===== config.mk =====
export PLATFORM = sky130hd
export DESIGN_NAME = timing_loop_ctrl
export DESIGN_NICKNAME = d
export VERILOG_FILES = /design/src/rtl/timing_loop_ctrl.sv
export SDC_FILE = /design/constraint.sdc
export NUM_CORES = 1
export LEC_CHECK = 0
export ABC_AREA = 1
export BUFFER_PORTS_ARGS = -buffer_cell sky130_fd_sc_hd__buf_2
export CAP_MARGIN = 40
export CELL_PAD_IN_SITES_DETAIL_PLACEMENT = 2
export CELL_PAD_IN_SITES_GLOBAL_PLACEMENT = 2
export CORE_ASPECT_RATIO = 0.6
export CORE_MARGIN = 2
export CORE_UTILIZATION = 33
export DETAILED_ROUTE_END_ITERATION = 10
export GPL_ROUTABILITY_DRIVEN = 0
export PLACE_DENSITY_LB_ADDON = 0.1
export SLEW_MARGIN = 10
export SYNTH_ARGS = -nofsm -noshare
export SYNTH_HDL_FRONTEND = slang
export SYNTH_SLANG_ARGS = --single-unit

===== constraint.sdc =====
create_clock -name i_clk -period 11.13 [get_ports i_clk]
set_input_delay 0.5565 -clock i_clk [delete_from_list [all_inputs] [get_ports i_clk]]
set_output_delay 0.5565 -clock i_clk [all_outputs]
set_load 0.01 [all_outputs]

===== src/rtl/timing_loop_ctrl.sv =====
// Acquisition/tracking sequencer for the Gardner timing loop: grades mean |err|
// over fixed symbol windows and drives hold/reload/gain controls plus lock status.
module timing_loop_ctrl #(
  parameter int          WIN_LOG2    = 4,
  parameter int          CONFIRM     = 3,
  parameter logic [20:0] LOCK_THR    = 21'd512,
  parameter logic [20:0] UNLOCK_THR  = 21'd2048,
  parameter int          ACQ_TIMEOUT = 1024,
  parameter logic [3:0]  GAIN_ACQ    = 4'd6,
  parameter logic [3:0]  GAIN_TRK    = 4'd8,
  parameter logic [15:0] WN_INIT     = 16'h0147,
  parameter logic [15:0] WN_MIN      = 16'h0100,
  parameter logic [15:0] WN_MAX      = 16'h0190
) (
  input  logic        i_clk,
  input  logic        i_rst_n,
  input  logic        i_enable,
  input  logic        i_sync_flag,
  input  logic [21:0] i_err,
  input  logic [15:0] i_wn_in,
  output logic        o_loop_hold,
  output logic        o_loop_load,
  output logic [15:0] o_wn_init,
  output logic [3:0]  o_gain_shift,
  output logic        o_lock,
  output logic [1:0]  o_state,
  output logic        o_acq_timeout,
  output logic        o_lock_lost
);

  typedef enum logic [1:0] {
    ST_IDLE   = 2'd0,
    ST_RELOAD = 2'd1,
    ST_ACQ    = 2'd2,
    ST_TRACK  = 2'd3
  } state_t;

  localparam int ACC_W = 21 + WIN_LOG2;
  localparam int CNT_W = $clog2(CONFIRM + 1);
  localparam int SYM_W = $clog2(ACQ_TIMEOUT + 1);
  localparam logic [WIN_LOG2-1:0] WIN_LAST   = '1;
  localparam logic [CNT_W-1:0]    CONFIRM_M1 = CNT_W'(CONFIRM - 1);
  localparam logic [SYM_W-1:0]    TIMEOUT_M1 = SYM_W'(ACQ_TIMEOUT - 1);

  state_t              r_state;
  logic                r_hold;
  logic                r_load;
  logic [3:0]          r_gain;
  logic                r_lock;
  logic                r_acq_timeout;
  logic                r_lock_lost;
  logic [ACC_W-1:0]    r_acc;
  logic [WIN_LOG2-1:0] r_win_cnt;
  logic [CNT_W-1:0]    r_good_cnt;
  logic [CNT_W-1:0]    r_bad_cnt;
  logic [SYM_W-1:0]    r_sym_cnt;

  state_t           w_next;
  logic             w_timeout;
  logic             w_lost;
  logic [20:0]      w_abs;
  logic [ACC_W-1:0] w_sum;
  logic [20:0]      w_mean;
  logic             w_win_end;
  logic             w_range_bad;
  logic             w_good;
  logic             w_bad;
  logic             w_run;

  // -2^21 has no 21-bit magnitude, so it saturates to the largest one.
  always_comb begin
    w_abs = i_err[20:0];
    if (i_err[21]) begin
      if (i_err[20:0] == 21'd0) w_abs = '1;
      else                      w_abs = ~i_err[20:0] + 21'd1;
    end
  end

  assign w_sum       = r_acc + ACC_W'(w_abs);
  assign w_mean      = w_sum[ACC_W-1:WIN_LOG2];
  assign w_win_end   = i_sync_flag && (r_win_cnt == WIN_LAST);
  assign w_range_bad = (i_wn_in < WN_MIN) || (i_wn_in > WN_MAX);
  assign w_good      = w_mean < LOCK_THR;
  assign w_bad       = w_mean > UNLOCK_THR;

  always_comb begin
    w_next    = r_state;
    w_timeout = 1'b0;
    w_lost    = 1'b0;
    case (r_state)
      ST_IDLE:   if (i_enable) w_next = ST_RELOAD;
      ST_RELOAD: w_next = i_enable ? ST_ACQ : ST_IDLE;
      ST_ACQ: begin
        if (!i_enable) begin
          w_next = ST_IDLE;
        end else if (i_sync_flag) begin
          if (w_range_bad) begin
            w_next = ST_RELOAD;
          end else if (w_win_end && w_good && (r_good_cnt == CONFIRM_M1)) begin
            w_next = ST_TRACK;
          end else if (r_sym_cnt == TIMEOUT_M1) begin
            w_next    = ST_RELOAD;
            w_timeout = 1'b1;
          end
        end
      end
      ST_TRACK: begin
        if (!i_enable) begin
          w_next = ST_IDLE;
        end else if (i_sync_flag) begin
          if (w_range_bad) begin
            w_next = ST_RELOAD;
          end else if (w_win_end && w_bad && (r_bad_cnt == CONFIRM_M1)) begin
            w_next = ST_RELOAD;
            w_lost = 1'b1;
          end
        end
      end
      default: w_next = ST_IDLE;
    endcase
  end

  // Counters only run while staying inside ACQ/TRACK; any other path clears them.
  assign w_run = ((r_state == ST_ACQ) || (r_state == ST_TRACK)) &&
                 ((w_next == ST_ACQ) || (w_next == ST_TRACK));

  always_ff @(posedge i_clk) begin
    if (!i_rst_n) begin
      r_state       <= ST_IDLE;
      r_hold        <= 1'b1;
      r_load        <= 1'b0;
      r_gain        <= GAIN_ACQ;
      r_lock        <= 1'b0;
      r_acq_timeout <= 1'b0;
      r_lock_lost   <= 1'b0;
      r_acc         <= '0;
      r_win_cnt     <= '0;
      r_good_cnt    <= '0;
      r_bad_cnt     <= '0;
      r_sym_cnt     <= '0;
    end else begin
      r_state       <= w_next;
      r_hold        <= (w_next == ST_IDLE) || (w_next == ST_RELOAD);
      r_load        <= (w_next == ST_RELOAD);
      r_gain        <= (w_next == ST_TRACK) ? GAIN_TRK : GAIN_ACQ;
      r_lock        <= (w_next == ST_TRACK);
      r_acq_timeout <= w_timeout;
      r_lock_lost   <= w_lost;
      if (!w_run) begin
        r_acc      <= '0;
        r_win_cnt  <= '0;
        r_good_cnt <= '0;
        r_bad_cnt  <= '0;
        r_sym_cnt  <= '0;
      end else if (i_sync_flag) begin
        if (w_win_end) begin
          r_acc     <= '0;
          r_win_cnt <= '0;
          if (r_state == ST_ACQ) r_good_cnt <= w_good ? r_good_cnt + CNT_W'(1) : '0;
          else                   r_bad_cnt  <= w_bad  ? r_bad_cnt  + CNT_W'(1) : '0;
        end else begin
          r_acc     <= w_sum;
          r_win_cnt <= r_win_cnt + WIN_LOG2'(1);
        end
        if (r_state == ST_ACQ) r_sym_cnt <= r_sym_cnt + SYM_W'(1);
      end
    end
  end

  assign o_state       = r_state;
  assign o_loop_hold   = r_hold;
  assign o_loop_load   = r_load;
  assign o_gain_shift  = r_gain;
  assign o_lock        = r_lock;
  assign o_acq_timeout = r_acq_timeout;
  assign o_lock_lost   = r_lock_lost;
  assign o_wn_init     = WN_INIT;

endmodule


# Word-level counts from Yosys, hierarchy flattened

Index checks and enable logic that the tools add are counted.

Add/subtract/negate cells: 6
Order comparisons: 4
Equal/unequal tests: 10
Mux-type cells: 21
Bitwise operators: 6
Reductions and logical operators: 19

Operators by type and width:

| cell                                                            | count |
|---|---|
| two-way mux 21 bit                                              | 2 |
| two-way mux 2 bit                                               | 13 |
| adder 25 x 21 -> 25 bit                                         | 1 |
| two-way mux 25 bit                                              | 1 |
| adder 21 x 1 -> 21 bit, second input constant                   | 1 |
| greater-than comparator 21 x 12 -> 1 bit, second input constant | 1 |
| logical NOT 21 bit                                              | 1 |
| less-than comparator 21 x 10 -> 1 bit, second input constant    | 1 |
| inverter 21 bit                                                 | 1 |
| greater-than comparator 16 x 9 -> 1 bit, second input constant  | 1 |
| less-than comparator 16 x 9 -> 1 bit, second input constant     | 1 |
| equality test 2 bit, second input constant                      | 6 |
| adder 11 x 1 -> 11 bit, second input constant                   | 1 |
| equality test 11 x 10 -> 1 bit, second input constant           | 1 |
| two-way mux 4 bit                                               | 2 |
| one-hot mux 2 bit (4 select lines)                              | 1 |
| logical AND 1 bit                                               | 6 |
| AND reduction 3 bit                                             | 2 |
| OR reduction 6 bit                                              | 1 |
| inverter 1 bit                                                  | 5 |
| OR reduction 5 bit                                              | 1 |
| adder 2 x 1 -> 2 bit, second input constant                     | 2 |
| adder 4 x 1 -> 4 bit, second input constant                     | 1 |
| equality test 2 x 1 -> 1 bit, second input constant             | 2 |
| 5 further kinds                                                 | 11 |

Bits in registers: 55
Input bits: 42
Output and inout bits: 27
Logic and storage cells: 78

# Logic depth before layout (Yosys ltp)

Gate-level depths: netlist (run 1).

Word-level depth: 17
Mapped depth: 36
Depth with buffers taken out: 35

# Worst setup path after synthesis (run 1)

OpenSTA, ideal clock, no wires.

Path type: input to register
From: input port i_err[0]
To: register r_sym_cnt[1]
Setup time: 0.062 ns
Arrival time: 3.870 ns
Required time: 11.068 ns
Path slack: 7.198 ns
Cell stages on the path: 32
Buffers on the path: 1
Cell sequence: inv_1 -> ha_1 -> inv_1 -> nor3_1 -> inv_1 -> nor2_1 -> nand2_1 -> nand2_1 -> o21ai_0 -> xor2_1 -> or2_2 -> ha_1 -> nand2_1 -> inv_1 -> a21oi_1 -> nand2_1 -> nand2_1 -> nand3_1 -> nand2_1 -> nand2_1 -> nor2_1 -> nand2_1 -> nor2_2 -> nand2_1 -> nand2_2 -> nand3_1 -> nand2_1 -> nand4_1 -> nand2_2 -> nand2_4 -> buf_6 -> nor2_2

Longest elaborated chain between the ends: 17
Elaborated cells on any way between the ends: 26
Those cells by class: 2 x add/sub; 2 x order compare; 2 x eq/ne; 11 x mux; 1 x bitwise; 8 x reduce/logical

RTL lines:

| item                                                                                              | line    | RTL |
|---|---|---|
| start: declaration                                                                                | 19      | `input logic [21:0] i_err,` |
| inverter 21 bit                                                                                   | 75      | `else w_abs = ~i_err[20:0] + 21'd1;` |
| adder 21 x 1 -> 21 bit                                                                            | 75      |  |
| two-way mux 21 bit                                                                                | 74      | `if (i_err[20:0] == 21'd0) w_abs = '1;` |
| two-way mux 21 bit *                                                                              | 73      | `if (i_err[21]) begin` |
| adder 25 x 21 -> 25 bit *                                                                         | 79      | `assign w_sum = r_acc + ACC_W'(w_abs);` |
| greater-than comparator 21 x 12 -> 1 bit or less-than comparator 21 x 10 -> 1 bit (tied branches) | 84, 83  |  |
| logical AND 1 bit (on tied branches) (2 in series)                                                | 113, 99 |  |
| two-way mux 2 bit (on tied branches)                                                              | 113, 99 |  |
| two-way mux 2 bit (on tied branches)                                                              | 111, 97 |  |
| two-way mux 2 bit (on tied branches)                                                              | 110, 96 |  |
| two-way mux 2 bit (on tied branches)                                                              | 108, 94 |  |
| one-hot mux 2 bit (4 select lines) *                                                              | 90      | `case (r_state)` |
| equality test 2 bit                                                                               | 125     | `((w_next == ST_ACQ) \|\| (w_next == ST_TRACK));` |
| logical OR 1 bit *                                                                                | 125     |  |
| logical AND 1 bit *                                                                               | 124     | `assign w_run = ((r_state == ST_ACQ) \|\| (r_state == ST_TRACK)) &&` |
| AND reduction 2 bit (no line) *                                                                   | -       |  |
| end signal: assignment                                                                            | 165     | `if (r_state == ST_ACQ) r_sym_cnt <= r_sym_cnt + SYM_W'(1);` |
| end: declaration                                                                                  | 56      | `logic [SYM_W-1:0] r_sym_cnt;` |

Mark *: on every way between the ends. The rest lies on a longest branch, timed or not.
A chain may end at the register's enable or synchronous reset.

# Worst setup path after layout (run 1)

From: input port i_err[0]
To: register r_good_cnt[0]

Longest elaborated chain between the ends: 17
Elaborated cells on any way between the ends: 27
Those cells by class: 2 x add/sub; 2 x order compare; 2 x eq/ne; 12 x mux; 1 x bitwise; 8 x reduce/logical

RTL lines:

| item                                                                                              | line    | RTL |
|---|---|---|
| inverter 21 bit                                                                                   | 75      |  |
| adder 21 x 1 -> 21 bit                                                                            | 75      |  |
| two-way mux 21 bit                                                                                | 74      |  |
| two-way mux 21 bit *                                                                              | 73      |  |
| adder 25 x 21 -> 25 bit *                                                                         | 79      |  |
| greater-than comparator 21 x 12 -> 1 bit or less-than comparator 21 x 10 -> 1 bit (tied branches) | 84, 83  |  |
| logical AND 1 bit (on tied branches) (2 in series)                                                | 113, 99 |  |
| two-way mux 2 bit (on tied branches)                                                              | 113, 99 |  |
| two-way mux 2 bit (on tied branches)                                                              | 111, 97 |  |
| two-way mux 2 bit (on tied branches)                                                              | 110, 96 |  |
| two-way mux 2 bit (on tied branches)                                                              | 108, 94 |  |
| one-hot mux 2 bit (4 select lines)                                                                | 90      |  |
| equality test 2 bit                                                                               | 125     |  |
| logical OR 1 bit                                                                                  | 125     |  |
| logical AND 1 bit                                                                                 | 124     |  |
| AND reduction 2 bit (no line)                                                                     | -       |  |
| end signal: assignment                                                                            | 159     | `if (r_state == ST_ACQ) r_good_cnt <= w_good ? r_good_cnt + CNT_W'(1) : '0;` |
| end: declaration                                                                                  | 54      | `logic [CNT_W-1:0] r_good_cnt;` |

Marked as above.

==> summary.md, run 1 <==
| Metric | Value |
|---|---|
| R2R depth | 19 |
| Overall Global Routing Usage | between 20% and 30% |
| CP dominant cell by count | nand2_1 |
| Hold WS | 0.516 ns |
| Routed wire length | 18.8 mm |
| Largest net degree at the start of global routing | 45 |
| Post-Route Utilization | between 30% and 40% |
| Nets | about 950 |
| Hold Violations, Final | 0 |
| Worst vdd ir | roughly 54 uV |
| Residual DRC count | 0 |
| Hold_buf cts | 0 |
| Mapped Cells | roughly 840 |
| Grt total ovfl | 0 |
| Area Growth Syn to Fin | 10.3% |
| Worst path slowest cell | nor2_1 |
| Crit-path max cell delay | approximately 0.42 ns |
| Non-Filler Instances | 1078 |
| Core area | between 10000 and 15000 um^2 |
| Synth async-reset ratio | 0% |
| Clock Tree Root | clkbuf_16 |
| Multi-input gate area | around 3100 um^2 |
| Fill count | 1847 |
| Vias per cell | between 4 and 5 |
| Number of flops mapped to enable cells by yosys | 0 |
| Ys Warns | 0 |
| Starting Density | approximately 34% |
| Die Wd | 161 um |
| Clock latency on the worst-skew pair | slightly above 0.3 ns |
| Worst setup path class | in2reg |
| RSZ-0062 raised after global routing | false |
| Share of cells above drive strength 1 | around an eighth |
| Num rows | 34 |
| Placement Cell Area | around 5200 um^2 |
| Worst-path clk slew | ~0.07 ns |
| Buffers added on ports | between 50 and 60 |
| Seq/Total Area, Yosys | 21.5% |
| Commonest non-fill, non-tap cells in the layout | nand2_1, inv_1, nor2_1 |
| Power density cells | about 85 nW/um^2 |
| I/O pin count | just under 70 |
| Ant diodes | 0 |
| Initial antenna violation count | 0 |
| MaxCap Viol Count | 0 |
| Vias | between 5k and 6k |
| Syn avg cell area | just under 6 um^2 |
| Slew @ Worst Pin | between 0.7 and 0.8 ns |
| Post-synthesis instance area | ~4900 um^2 |
| DRT iter0 DRCs | around 240 |
| CTS tree | done |
| Critical Path RT | 11.35 ns |
| #FFs+latches synth | 52 |
| Clock sinks | 52 |
| Leak | around 2.8 nW |
| Hold path depth | 2 |
| Critical path capture point type | flop |
| Critical Path AT | between 6 and 7 ns |
| Commonest non-fill, non-tap cell in the layout | nand2_1 |
| Hold crit path type | in2reg |
| Final Max Tran Viols | 0 |
| Avg WL per Cell | between 15 and 20 um |
| Antenna viol nets, final | 0 |
| Critical-path maximum fanout | 44 |
| Finished layout cell area | about 5400 um^2 |
| H-tree depth | 2 |
| Post-CTS sizing | 0 |
| Setup ws final | between 5 and 6 ns |
| First-pass GRT wire length | 30.6 mm |
| Vias in the first global route | between 5k and 6k |
| Fin crit share | between 50% and 60% |
| Tot Pwr | ~0.45 mW |
| Die Y | about 98 um |
| Highest Clock Rate | roughly 0.17 GHz |
| Primary FF master, synth | dfxtp_1 |
| Setup_tns | 0 ns |
| Sequential cell area | 1040 um^2 |
| Number of CTS-inserted buffers | 5 |
| Drt pass-1 iters | 4 |
| HPWL Detailed | 15.7 mm |
| Distinct cells, synth | 36 |
| DP Cell Count | approximately 1.1k |
| Relative slew slack | 52.6% |
| Clk_skew | roughly 0.011 ns |
| Final setup vio count | 0 |
| Startpoint Class | input pin |
| Crit path time final | between 5 and 6 ns |
| Die area | about 16000 um^2 |
| Setup repair bufs after CTS | 0 |
| Status | completed |
| Max Root-Sink Buffers | 2 |
| Post-place setup slack | 5.02 ns |
## cells by family (layout without fill, tap and decap cells)
kind of cell / Yosys count / in the layout / share of synthesized area, %
AOI/OAI and AO/OA: 62 / 62 / 7.53
adders and majority gates: 27 / 27 / 7.12
muxes: 2 / 2 / 0.413
other: 2 / 17 / 0.155
and+or+nand+nor: 480 / 480 / 42.9
DFF: 52 / 52 / 21.5
buffers and inverters: 190 / 220 / 16.8
xor gates and xnor gates: 20 / 20 / 3.61
## cell usage after synthesis, drive strengths merged, types with 2 or more instances
master / n / area share [%]
nand2: 260 / 21
nand4: 14 / 1.8
mux2i: 2 / 0.41
ha: 26 / 6.7
nor3: 10 / 1.0
a21oi: 20 / 2.1
xnor2: 7 / 1.3
o21ai: 25 / 2.6
nor4: 5 / 0.64
nand3b: 6 / 0.93
inv: 159 / 12
clkbuf: 7 / 0.54
nand3: 48 / 5.1
xor2: 13 / 2.3
nor2: 121 / 11
a22o: 10 / 1.8
conb: 2 / 0.15
or2: 14 / 1.8
o31ai: 2 / 0.31
buf: 23 / 3.9
dfxtp: 52 / 21
## metal layers
layer | wire (um) | global-route usage [%] | vias up
li1 | - | - | 2621
met1 | 9660 | 36.1 | 2593
met2 | 8190 | 40.5 | 66
met3 | 897 | 2.55 | 8
met4 | 74 | 2.56 | 0
met5 | 0 | 0 | -
## state kept, by name (all words and copies together) (netlist names)
| name | flops |
|---|---|
| r_bad_cnt | 2 |
| r_win_cnt | 4 |
| o_lock_lost | 1 |
| r_good_cnt | 2 |
| o_loop_load | 1 |
| o_gain_shift | 2 |
| o_state | 2 |
| o_acq_timeout | 1 |
| r_acc | 25 |
| o_loop_hold | 1 |
| r_sym_cnt | 11 |
## path summary, 6_finish.rpt
path / start / endpoint / slack, ns
min: i_rst_n / o_loop_hold$_SDFF_PN1_ / 0.52
min reg2reg: r_bad_cnt[1]$_SDFFE_PN0P_ / r_bad_cnt[1]$_SDFFE_PN0P_ / 0.53
max reg2reg: r_acc[8]$_SDFFE_PN0P_ / r_good_cnt[0]$_SDFFE_PN0P_ / 7.20
max: i_err[0] / r_good_cnt[0]$_SDFFE_PN0P_ / 5.24
## power breakdown
part | internal (mW) | switching, mW | leakage [nW] | total, mW
clock network | 0.0841 | 0.0817 | 0.0660 | 0.166
logic | 0.0333 | 0.0674 | 2.28 | 0.101
registers | 0.187 | 0.000991 | 0.419 | 0.188
total | 0.304 | 0.150 | 2.76 | 0.454
## layout make-up
| class | count | area share, % |
|---|---|---|
| multi-input cells | 608 | 57.0 |
| flip-flops and latches | 52 | 19.4 |
| inverters | 160 | 11.2 |
| repair buffers | 52 | 4.91 |
| well taps | 198 | 4.63 |
| clock buffers | 5 | 2.34 |
| clock inverters | 3 | 0.444 |
## critical path, delay by kind of cell
| kind | cells | cell delay, ns |
|---|---|---|
| buf+inv | 5 | 0.65 |
| simple gates | 24 | 4.52 |
| fa+ha+maj | 2 | 0.36 |
Note: power is estimated with default switching activity, not from simulation.
==> inputs of run 2 (changes only) <==
CORE_UTILIZATION = 27   (was 33)
clock period = 4.8 ns   (was 11.13 ns; I/O delays follow)
==> run 2 against run 1 <==
  * Setup slack worse by 4.8 ns
  * Non-clock buffer count is 29 higher
  * Die area is 21% higher
  * Global-route usage is 3.7 points lower
  * Combinational power is 150% higher
  * Critical path type unchanged
  * Worst hold slack worse by 0.29 ns
  * Largest power group unchanged
  * Critical path depth is 1 higher
  * Sequential share of layout area is 1.2 points lower
  * Clock skew is 0.0058 ns lower
==> summary.md, run 2 (synthesis results as in run 1) <==
| Metric | Value |
|---|---|
| Max Root-Sink Buffers | 2 (unchanged) |
| Die Wd | 177 um (+10%) |
| Hold crit path type | in2reg |
| Clock sinks | 52 (unchanged) |
| Vias in the first global route | 5759 (+0.19%) |
| Die Y | 108 um (+10%) |
| Area Growth Syn to Fin | 17.9% |
| Commonest non-fill, non-tap cells in the layout | nand2_1, inv_1, nor2_1 |
| Vias per cell | 4.67 (-4.9%) |
| Top reg by flops | r_acc |
| Worst vdd ir | 130 uV (+140%) |
| I/O pin count | 69 (unchanged) |
| Highest Clock Rate | 0.230 GHz |
| Overall Global Routing Usage | 20.9% (-3.7 points) |
| Largest net degree at the start of global routing | 25 (-44%) |
| Number of CTS-inserted buffers | 5 (unchanged) |
| Buffers added on ports | 51 (unchanged) |
| Power density cells | 188 nW/um^2 (+120%) |
| Crit-path max cell delay | 0.39 ns (-0.03 ns) |
| Tot Pwr | 1.07 mW (+140%) |
| DRT iter0 DRCs | 209 (-11%) |
| Clock latency on the worst-skew pair | 0.30 ns (about the same) |
| Residual DRC count | 0 (unchanged) |
| R2R Setup Slk | 1.56 ns (-5.64 ns) |
| Drt pass-1 iters | 5 (+1) |
| Relative slew slack | 58.2% (+5.6 points) |
| Critical Path RT | 5.04 ns (-6.31 ns) |
| DP Cell Count | 1133 (+5.9%) |
| Regs by FF count | r_acc x25, r_sym_cnt x11, r_win_cnt x4 |
| MaxCap Viol Count | 0 (unchanged) |
| Commonest non-fill, non-tap cell in the layout | nand2_1 |
| Vias | 5333 (+0.85%) |
| Clk_skew | 0.00517 ns (-0.00575 ns) |
| Fill count | 2236 (+21%) |
| R2R depth | 24 (+5) |
| Critical Path AT | 4.59 ns (-1.51 ns) |
| Grt total ovfl | 0 (unchanged) |
| Max reg flops | 25 (unchanged) |
| Antenna viol nets, final | 0 (unchanged) |
| Hold_buf cts | 0 (unchanged) |
| Non-Filler Instances | 1143 (+6.0%) |
| Fin crit share | 90.7% |
| Status | completed |
| Nets | 977 (+3.1%) |
| Avg WL per Cell | 16.8 um (-3.7%) |
| Critical path capture point type | flop |
| Slew @ Worst Pin | 0.627 ns (-0.0835 ns) |
| Startpoint Class | input pin |
| Worst path slowest cell | ha_2 |
| Routed wire length | 19.2 mm (+2.1%) |
| Hold Violations, Final | 0 (unchanged) |
| Critical-path maximum fanout | 23 (-48%) |
| First-pass GRT wire length | 30.8 mm (+0.65%) |
| Clock Tree Root | clkbuf_16 |
| H-tree depth | 2 (unchanged) |
| Worst setup startpoint | i_err[0] |
| Final setup vio count | 0 (unchanged) |
| Initial antenna violation count | 0 (unchanged) |
| Starting Density | 27.9% (-5.7 points) |
| Worst setup path class | in2reg |
| CP dominant cell by count | nand2_1 |
| Worst r2r dst | r_sym_cnt[2]$_SDFFE_PN0P_ |
| Die area | 19100 um^2 (+21%) |
| Share of cells above drive strength 1 | 17.4% (+4.7 points) |
| Leak | 2.94 nW (+6.4%) |
| Ant diodes | 0 (unchanged) |
| Num rows | 37 (+8.8%) |
| Final Max Tran Viols | 0 (unchanged) |
| Worst-path clk slew | 0.07 ns (about the same) |
| Crit path time final | ~4.4 ns |
| CP endpoint | r_sym_cnt[2]$_SDFFE_PN0P_ |
| Hold WS | 0.224 ns (-0.293 ns) |
| HPWL Detailed | 16.4 mm (+4.5%) |
| Core area | 17400 um^2 (+20%) |
| RR Startpoint | r_acc[0]$_SDFFE_PN0P_ |
| CTS tree | done |
## run 2: changes by cell type in the layout (fill, tap and decap cells not counted), sizes merged
cell      before  now
buf           52   81
clkbuf         5    7
clkinv         2    1
clkinvlp       2    1
## run 2: area by class of cell
cell class	instances	area, um^2	area share [%]
clock buffer	7	143	2.49
clock inverter	1	7.51	0.131
inverter	160	603	10.5
multi-input combinational	608	3140	54.9
sequential	52	1040	18.2
tap	234	293	5.12
timing repair buffer	81	493	8.62
## run 2: critical path, delay by kind of cell
| family | cells | cell delay, ns |
|---|---|---|
| and+or+nand+nor | 23 | 2.89 |
| adders and majority gates | 2 | 0.54 |
| buffers and inverters | 5 | 0.53 |
| AOI/OAI and AO/OA | 1 | 0.18 |
| xor gates and xnor gates | 1 | 0.18 |
## run 2: power breakdown
part,switching (mW),internal (mW)
Combinational,0.162,0.0880
Sequential,0.00208,0.433
Clock,0.179,0.209
## run 2: stage by stage
step | TNS [ns] | setup WS [ns] | area [um^2] | util (%)
2_1_floorplan | 0 | 1.18 | 4910 | -
3_3_place_gp | -4.55 | -0.112 | 5470 | 31.5
3_5_place_dp | -12.48 | -0.296 | 5470 | 31.5
4_1_cts | 0 | 0.0851 | 5620 | 32.4
5_1_grt | -0.0131 | -0.00669 | 5720 | 32.9
6_report | 0 | 0.447 | 5720 | 32.9
## run 2: worst min path at each step
stage	from	cells after the start	to	slack, ns
final	i_rst_n	2	o_loop_hold$_SDFF_PN1_	0.22
after global routing	i_rst_n	2	o_loop_hold$_SDFF_PN1_	0.24
after CTS	i_rst_n	2	o_loop_hold$_SDFF_PN1_	0.23
after detailed placement	r_good_cnt[1]$_SDFFE_PN0P_	2	r_good_cnt[1]$_SDFFE_PN0P_	0.52
after global placement	r_good_cnt[1]$_SDFFE_PN0P_	2	r_good_cnt[1]$_SDFFE_PN0P_	0.48
after floorplan	i_rst_n	1	o_loop_hold$_SDFF_PN1_	0.35
## run 2: repair_timing
action | 4_1_cts | 5_1_grt
setup buffers | 0 | 2
gates resized for setup | 1 | 22
setup endpoints to repair | 26 | 50
pin swaps | 0 | 2
## run 2: metal layers
layer,wire [um],global-route usage (%)
met5,0,0
met1,10200,31.3
met4,91,2.89
met2,8170,32.7
met3,718,2.22
